==> src/rtl/dmb_fifo_rdout_sched_pkg.sv <==
// Shared DMB definitions: FIFO count, disabled-enable constant, scheduler state
// encoding and the majority voter cells used by triplicated registers.
package dmb_fifo_rdout_sched_pkg;

    localparam int               NFIFO   = 7;
    localparam logic [NFIFO-1:0] ALL_OFF = 7'h7F;

    localparam logic [2:0] ST_IDLE    = 3'd0;
    localparam logic [2:0] ST_SELECT  = 3'd1;
    localparam logic [2:0] ST_OESETUP = 3'd2;
    localparam logic [2:0] ST_READ    = 3'd3;
    localparam logic [2:0] ST_NEXT    = 3'd4;
    localparam logic [2:0] ST_FINISH  = 3'd5;

    // Bitwise two-out-of-three majority, one cell per register width.
    function automatic logic [2:0] vote3b(input logic [2:0] a, input logic [2:0] b,
                                          input logic [2:0] c);
        return (a & b) | (a & c) | (b & c);
    endfunction

    function automatic logic [6:0] vote7b(input logic [6:0] a, input logic [6:0] b,
                                          input logic [6:0] c);
        return (a & b) | (a & c) | (b & c);
    endfunction

    function automatic logic [7:0] vote8b(input logic [7:0] a, input logic [7:0] b,
                                          input logic [7:0] c);
        return (a & b) | (a & c) | (b & c);
    endfunction

endpackage

==> src/rtl/dmb_fifo_rdout_sched_prio_enc7.sv <==
// Lowest-index-first selector over the pending-FIFO mask.
module prio_enc7
    import dmb_fifo_rdout_sched_pkg::*;
(
    input  logic [NFIFO-1:0] mask_i,
    output logic [2:0]       idx_o,
    output logic             valid_o
);

    // Scan downwards so the lowest set bit is the last one written.
    always_comb begin
        idx_o   = 3'd0;
        valid_o = 1'b0;
        for (int k = NFIFO - 1; k >= 0; k--) begin
            if (mask_i[k]) begin
                idx_o   = 3'(k);
                valid_o = 1'b1;
            end
        end
    end

endmodule

==> src/rtl/dmb_fifo_rdout_sched.sv <==
// DMB FIFO readout scheduler: drains each FIFO flagged for an event in index
// order, with per-FIFO timeout and optional triplicated control registers.
module dmb_fifo_rdout_sched
    import dmb_fifo_rdout_sched_pkg::*;
#(
    parameter int TMR     = 0,
    parameter int TIMEOUT = 255
) (
    input  logic             clk_i,
    input  logic             rst_b_i,
    input  logic             start_i,
    input  logic [NFIFO-1:0] davmask_i,
    input  logic [NFIFO-1:0] ffor_b_i,
    input  logic             last_i,
    input  logic             hold_i,
    output logic [NFIFO-1:0] ren_b_o,
    output logic [NFIFO-1:0] oe_b_o,
    output logic             dv_o,
    output logic             busy_o,
    output logic             done_o,
    output logic             pop_o,
    output logic [NFIFO-1:0] tmoerr_o,
    output logic [15:0]      wcnt_o
);

    localparam int         NCOPY    = (TMR != 0) ? 3 : 1;
    localparam logic [7:0] TMO_LAST = 8'(TIMEOUT - 1);

    logic [2:0]       state_q [NCOPY];
    logic [NFIFO-1:0] mask_q  [NCOPY];
    logic [7:0]       tmo_q   [NCOPY];
    logic [2:0]       state_v, state_d;
    logic [NFIFO-1:0] mask_v, mask_d;
    logic [7:0]       tmo_v, tmo_d;
    logic [2:0]       sel_q, sel_d;
    logic [NFIFO-1:0] ren_b_q, ren_b_d, oe_b_q, oe_b_d, tmoerr_q, tmoerr_d;
    logic [15:0]      wcnt_q, wcnt_d;
    logic [2:0]       pe_idx;
    logic             pe_valid;
    logic             dv;

    generate
        if (TMR != 0) begin : g_vote
            assign state_v = vote3b(state_q[0], state_q[1], state_q[2]);
            assign mask_v  = vote7b(mask_q[0], mask_q[1], mask_q[2]);
            assign tmo_v   = vote8b(tmo_q[0], tmo_q[1], tmo_q[2]);
        end else begin : g_single
            assign state_v = state_q[0];
            assign mask_v  = mask_q[0];
            assign tmo_v   = tmo_q[0];
        end
    endgenerate

    prio_enc7 u_prio (
        .mask_i  (mask_v),
        .idx_o   (pe_idx),
        .valid_o (pe_valid)
    );

    // Only the selected FIFO's enable can ever be low, so any low bit is a read.
    assign dv       = ~&ren_b_q;
    assign dv_o     = dv;
    assign ren_b_o  = ren_b_q;
    assign oe_b_o   = oe_b_q;
    assign busy_o   = (state_v != ST_IDLE);
    assign done_o   = (state_v == ST_FINISH);
    assign pop_o    = (state_v == ST_FINISH);
    assign tmoerr_o = tmoerr_q;
    assign wcnt_o   = wcnt_q;

    always_comb begin
        state_d  = state_v;
        mask_d   = mask_v;
        tmo_d    = tmo_v;
        sel_d    = sel_q;
        tmoerr_d = tmoerr_q;
        wcnt_d   = wcnt_q;
        if (dv && (wcnt_q != 16'hFFFF)) begin
            wcnt_d = wcnt_q + 16'd1;
        end
        case (state_v)
            ST_IDLE: begin
                if (start_i) begin
                    state_d  = ST_SELECT;
                    mask_d   = davmask_i;
                    wcnt_d   = '0;
                    tmoerr_d = '0;
                end
            end
            ST_SELECT: begin
                if (pe_valid) begin
                    sel_d   = pe_idx;
                    state_d = ST_OESETUP;
                end else begin
                    state_d = ST_FINISH;
                end
            end
            ST_OESETUP: begin
                state_d = ST_READ;
                tmo_d   = '0;
            end
            ST_READ: begin
                // A read in flight always wins over the timeout.
                if (dv) begin
                    tmo_d = '0;
                    if (last_i) begin
                        state_d = ST_NEXT;
                    end
                end else if (tmo_v == TMO_LAST) begin
                    tmo_d           = '0;
                    tmoerr_d[sel_q] = 1'b1;
                    state_d         = ST_NEXT;
                end else begin
                    tmo_d = tmo_v + 8'd1;
                end
            end
            ST_NEXT: begin
                mask_d[sel_q] = 1'b0;
                state_d       = ST_SELECT;
            end
            ST_FINISH: begin
                state_d = ST_IDLE;
            end
            default: begin
                state_d = ST_IDLE;
            end
        endcase
    end

    // Enables are registered from the next state, so OE leads REN by OESETUP.
    always_comb begin
        oe_b_d  = ALL_OFF;
        ren_b_d = ALL_OFF;
        if ((state_d == ST_OESETUP) || (state_d == ST_READ)) begin
            oe_b_d[sel_d] = 1'b0;
        end
        if ((state_v == ST_READ) && (state_d == ST_READ) && !ffor_b_i[sel_q] && !hold_i) begin
            ren_b_d[sel_q] = 1'b0;
        end
    end

    always_ff @(posedge clk_i) begin
        for (int k = 0; k < NCOPY; k++) begin
            if (!rst_b_i) begin
                state_q[k] <= ST_IDLE;
                mask_q[k]  <= '0;
                tmo_q[k]   <= '0;
            end else begin
                state_q[k] <= state_d;
                mask_q[k]  <= mask_d;
                tmo_q[k]   <= tmo_d;
            end
        end
    end

    always_ff @(posedge clk_i) begin
        if (!rst_b_i) begin
            sel_q    <= '0;
            ren_b_q  <= ALL_OFF;
            oe_b_q   <= ALL_OFF;
            tmoerr_q <= '0;
            wcnt_q   <= '0;
        end else begin
            sel_q    <= sel_d;
            ren_b_q  <= ren_b_d;
            oe_b_q   <= oe_b_d;
            tmoerr_q <= tmoerr_d;
            wcnt_q   <= wcnt_d;
        end
    end

endmodule

==> config.mk <==
export PLATFORM = sky130hd
export DESIGN_NAME = dmb_fifo_rdout_sched
export DESIGN_NICKNAME = d
export VERILOG_FILES = /design/src/rtl/dmb_fifo_rdout_sched_pkg.sv /design/src/rtl/dmb_fifo_rdout_sched_prio_enc7.sv /design/src/rtl/dmb_fifo_rdout_sched.sv
export SDC_FILE = /design/constraint.sdc
export NUM_CORES = 1
export LEC_CHECK = 0
export ABC_AREA = 1
export CORE_MARGIN = 4
export CORE_UTILIZATION = 40
export DETAILED_ROUTE_END_ITERATION = 7
export GPL_TIMING_DRIVEN = 0
export PLACE_DENSITY_LB_ADDON = 0.1
export SYNTH_ARGS = -nofsm -noshare
export SYNTH_HDL_FRONTEND = slang
export SYNTH_HIERARCHICAL = 1
export SYNTH_SLANG_ARGS = --single-unit
==> constraint.sdc <==
create_clock -name clk_i -period 1.5 [get_ports clk_i]
set_clock_uncertainty 0.15 [all_clocks]
set_input_delay 0.45 -clock clk_i [delete_from_list [all_inputs] [get_ports clk_i]]
set_output_delay 0.45 -clock clk_i [all_outputs]
set_load 0.05 [all_outputs]
==> summary.txt, run 1 <==
Status
  • Status: finished, violations left
  • Failing checks: setup timing

Timing
  • Slew of the pin with the lowest slew margin: 427 ps
  • Final worst slack: -340 ps
  • Slew headroom: 0.714
  • Fin crit period: 1840 ps
  • Unrepaired setup endpoints after global routing: true
  • Final-report hold violation count: 0
  • Max-slew violations: 0
  • Setup TNS: -8290 ps
  • Setup violators final: 56
  • Final worst path period share: 1.23
  • Fmax: 544 MHz

Yosys
  • Gate Count Post-Synth: 450
  • Post-synth ARST share: 0
  • Synthesized Nets: 472
  • Count leader, synth: nand2_1
  • Yosys reg bits: 58
  • Mapped cell area: 0.00305 sq mm
  • Post-synth cell types: 31
  • Seq/Total Area, Yosys: 0.381
  • Post-synth top area cell: dfxtp_1
  • Yosys warnings: 6
  • Area share of the largest cell type after synthesis: 0.381
  • Main synth FF type: dfxtp_1
  • Number of synthesized flops with an enable pin: 0
  • Cells taking the most area after synthesis: dfxtp_1 (38%), nand2_1 (15%), nand3_1 (7.7%)
  • Post-synth top cells: nand2_1 (120), dfxtp_1 (58), nor2_1 (52)
  • Synthesized area per cell: 6.77 sq um

Worst setup path
  • Max stage delay on crit path: 360 ps
  • R2R setup slack: -250 ps
  • Crit path max-delay family: flip-flops
  • Crit path required time: 900 ps
  • Crit path kind: register to output pin
  • Slowest-stage cell, CP: dfxtp_4
  • WP buf/inv: 2
  • Crit path DAT: 1240 ps
  • Startpoint types: register
  • Worst-path fanout max: 2
  • Crit path cell chain: nand2_4 > nor3_4 > inv_4 > buf_8
  • Critical path endpoint category: output pin

Detailed routing
  • DR vias: 3,285
  • Drt first pass iters: 4
  • Final ANT Viol Nets: 0
  • Drt wl/cell: 14.1 microns
  • DRC errors left: 0
  • Drt via density: 4.98
  • Drt first-iter violations: 132
  • Post-Route WL: 9290 microns

GRT
  • GRT Total Usage: 0.197
  • First-pass GRT wire length: 13,900 microns
  • GR Overflow Total: 0
  • Vias in the first global route: 2,955
  • Pin count of the biggest net entering global routing: 11
  • Initial antenna violation count: 0

Floorplan
  • Row cnt: 31
  • Starting density of the core: 0.416
  • Die area: 0.00908 sq mm
  • IO Pins: 60
  • CORE AREA: 0.00733 sq mm
  • Die width: 95.3 microns
  • Die height: 95.3 microns

Placement
  • GPL Wtd Cong: 0.901
  • Place WS: -815 ps
  • Placed Area: 0.00393 sq mm
  • Hpwl dp: 5870 microns
  • # port buffers: 59

Clock network
  • Clk sink count: 58
  • Total CTS buffers: 9
  • Clock Latency Late Sink: 340 ps
  • Worst-path clk slew: 60 ps
  • Clk buf depth: 2
  • CTS tree: yes
  • CTS hold repair buffers: 0
  • Root buffer cell: clkbuf_8
  • Max H-tree Level: 3

Pwr
  • Maximum VDD drop: 1150 uV
  • Leakage: 2.02 nW
  • Pwr Density: 1260 mW/mm^2
  • Total power: 6.36 mW

Final layout
  • Net count, final: 577
  • Fillers: 572
  • Final core occ: 0.687
  • FF+latch area: 0.00126 sq mm
  • Multi-input gate area: 0.00202 sq mm
  • Area grow syn2layout: 65.3%
  • Design Area, Final: 0.00504 sq mm
  • Share of cells above drive strength 1: 0.463
  • Ant. Diodes: 0

Run
  • Max-Cap Viols: 0

Min path
  • Min-Delay Path Class: register to register
layout by cell type (no fill, tap or decap), types with 13 or more instances in the layout:
| master | netlist | final |
|---|---|---|
| nand2_1 | 120 | 101 |
| clkdlybuf4s50_1 | 0 | 17 |
| buf_4 | 4 | 32 |
| nor2_2 | 11 | 18 |
| nor2_1 | 52 | 38 |
| dfxtp_4 | 0 | 24 |
| nand3_2 | 3 | 13 |
| buf_8 | 0 | 23 |
| inv_1 | 41 | 39 |
| nand2_2 | 9 | 17 |
| buf_6 | 1 | 20 |
| dfxtp_1 | 58 | 23 |
| nand3_1 | 47 | 33 |
| a21oi_1 | 20 | 13 |
power by group:
part	internal, mW	leakage, nW	switching (mW)
sequential	1.66	0.487	0.152
combinational	1.17	1.42	1.68
clock	1.09	0.118	0.626
total	3.91	2.02	2.45
metrics by stage:
stage / hold WS (ps) / std cells
global route: 328 / 659
detailed placement: 289 / 608
CTS: 302 / 646
global placement: 285 / 608
floorplan: 294 / 450
finish: 308 / 659
registers in the layout, summed over array words and instances (netlist names):
| signal | cells |
|---|---|
| mask_q | 7 |
| oe_b_o | 7 |
| ren_b_o | 7 |
| sel_q | 3 |
| state_q | 3 |
| tmo_q | 8 |
| tmoerr_o | 7 |
| wcnt_o | 16 |
cell type report:
type	instances	area share
buffer	8	0.0204
tap	99	0.0246
inverter	61	0.0517
clock buffer	9	0.0246
clock inverter	7	0.0214
timing repair buffer	94	0.205
multi-input combinational	323	0.401
sequential	58	0.251
metal layers:
metal / vias to the layer above / GRT usage / part of all wire
met4: 0 / 0.0553 / 0.018
met1: 1541 / 0.248 / 0.43
met5: - / 0 / 0
met3: 12 / 0.0513 / 0.050
met2: 86 / 0.331 / 0.51
li1: 1646 / - / -
worst paths after layout:
| kind | from | end | cells past startpoint |
|---|---|---|---|
| max | ren_b_o[3] | dv_o | 4 |
| min | tmoerr_o[2] | tmoerr_o[2] | 2 |
| min reg2reg | tmoerr_o[2] | tmoerr_o[2] | 2 |
| max reg2reg | mask_q[0][5] | oe_b_o[6] | 10 |
timing repair:
| action | in CTS | in global routing |
|---|---|---|
| setup buffers | 22 | 14 |
| setup endpoints to repair | 94 | 81 |
| pin swaps | 35 | 35 |
| gates cloned | 1 | 3 |
| resized for setup | 327 | 111 |
worst min-delay path, delay by kind of cell (launching register included):
kind                   cells  cell delay (ps)
AO/OA/AOI/OAI              1               50
buffers and inverters      1               60
flip-flops                 1              310
kinds of logic (layout without fill, tap and decap cells):
kind of cell	after synthesis	in the layout	share of synthesized area
simple gates	258	258	0.390
buf+inv	69	179	0.0924
flops	58	58	0.381
compound gates	54	54	0.101
xor+xnor	8	8	0.0230
fa+ha+maj	3	3	0.0123
(Power assumes the default switching activity.)
==> run 2: changes to the inputs <==
CORE_MARGIN = 1   (was 4)
CTS_BUF_LIST = sky130_fd_sc_hd__clkbuf_8   (was default)
HOLD_SLACK_MARGIN = 0.08   (was default)
==> summary.txt, run 2 (synthesis results as in run 1) <==
GRT
  • First-pass GRT wire length: 13,800 microns
  • Initial antenna violation count: 0
  • GRT Total Usage: 0.229
  • Vias in the first global route: 2,917
  • Pin count of the biggest net entering global routing: 12
  • GR Overflow Total: 0

Placement
  • Hpwl dp: 5740 microns
  • Placed cells: 608
  • # port buffers: 59
  • Place WS: -805 ps
  • GPL Wtd Cong: 0.854

Timing
  • Slew headroom: 0.679
  • Unrepaired setup endpoints after global routing: true
  • Final worst slack: -363 ps
  • Final-report hold violation count: 0
  • Fin crit period: 1860 ps
  • Fmax: 537 MHz
  • Slew of the pin with the lowest slew margin: 484 ps
  • Final worst path period share: 1.24
  • Setup violators final: 53
  • Max-slew violations: 0

Min path
  • Min-Delay Path Class: register to register
  • Hold Startpoint: tmoerr_o[4]

Floorplan
  • Row cnt: 31
  • Die area: 0.00797 sq mm
  • Starting density of the core: 0.418
  • Die height: 89.3 microns
  • IO Pins: 60
  • Die width: 89.3 microns
  • CORE AREA: 0.00729 sq mm

Clock network
  • Max H-tree Level: 3
  • Root buffer cell: clkbuf_8
  • CTS hold repair buffers: 0
  • Clk buf depth: 2
  • CTS tree: yes
  • Clock Latency Late Sink: 350 ps
  • Worst-path clk slew: 70 ps
  • Total CTS buffers: 9
  • Clk sink count: 58

Pwr
  • Pwr Density: 1200 mW/mm^2
  • Leakage: 2.05 nW
  • Maximum VDD drop: 1510 uV

Final layout
  • Net count, final: 584
  • Commonest non-fill, non-tap cells in the layout: nand2_1 (98), nor2_1 (42), inv_1 (39)
  • Fillers: 592
  • Max FFs per register: 16
  • Ant. Diodes: 0
  • Area grow syn2layout: 68.9%
  • Commonest non-fill, non-tap cell in the layout: nand2_1
  • Final instance count without filler cells: 666
  • Share of cells above drive strength 1: 0.474

Worst setup path
  • R2R Path Start: mask_q[0][5]
  • Worst-path fanout max: 2
  • Crit path required time: 900 ps
  • Crit path kind: register to output pin
  • Critical path endpoint category: output pin
  • Crit path DAT: 1260 ps
  • CP startpoint: ren_b_o[1]
  • Startpoint types: register

Detailed routing
  • DRC errors left: 0
  • Drt first-iter violations: 175
  • Drt first pass iters: 6
  • Drt wl/cell: 13.6 microns
  • Post-Route WL: 9050 microns
  • Final ANT Viol Nets: 0
  • DR vias: 3,301
  • Drt via density: 4.96

Status
  • Failing checks: setup timing
  • Status: finished, violations left

Run
  • Max-Cap Viols: 0
## run 2: cell count changes in the layout (fill, tap and decap cells not counted), sizes merged
cell         previous run  this run
bufinv                  3         1
bufbuf                  0         1
clkinvlp                0         3
clkinv                  5         3
dlygate4sd2             1         2
inv                    60        61
clkbuf                 15        13
buf                    78        85
## run 2: final timing paths
check | slack [ps] | cells after the start | to
max | -360 | 4 | dv_o
min | 310 | 2 | tmoerr_o[4]
max reg2reg | -290 | 10 | oe_b_o[1]
min reg2reg | 310 | 2 | tmoerr_o[4]
## run 2: worst max-delay path, cell delays in order (launching register included)
cell and delay (ps):
dfxtp_4 360, nand2_4 50, nor3_4 280, inv_4 70
buf_8 150
## run 2: stage by stage
stage / setup TNS [ps] / power, mW / hold slack [ps] / utilization / cell area [sq um]
3_5_place_dp: -43730 / 3.58 / 291 / 0.539 / 3930
5_1_grt: -14220 / 6.51 / 323 / 0.706 / 5150
6_report: -9300 / 6.19 / 305 / 0.706 / 5150
3_3_place_gp: -42950 / 3.56 / 286 / 0.539 / 3930
2_1_floorplan: -4380 / 3.13 / 294 / - / 3220
4_1_cts: -7990 / 5.70 / 303 / 0.646 / 4710
## run 2: final cells by class
type	count	area, sq um	area share
Buffer	7	81.3	0.0158
Sequential cell	58	1270	0.246
Timing Repair Buffer	102	1150	0.223
Clock inverter	7	70.1	0.0136
Multi-Input combinational cell	323	2080	0.404
Tap cell	99	124	0.0241
Clock buffer	9	124	0.0241
Inverter	61	254	0.0494
## run 2: routing by layer
metal  share of wire  GRT usage
met3           0.047     0.0332
met2            0.50      0.388
met1            0.43      0.297
met4           0.019     0.0851
met5               0          0
## run 2: power breakdown
part	internal (mW)	total [mW]	leakage [nW]	switching (mW)
sequential	1.65	1.82	0.487	0.165
combinational	1.22	2.94	1.47	1.72
clock	0.759	1.44	0.0889	0.678
total	3.64	6.19	2.05	2.56
## run 2: timing repair
item,CTS,global route
setup buffers,29,14
gates cloned,3,0
setup endpoints to repair,95,89
pin swaps,26,42
resized for setup,344,107
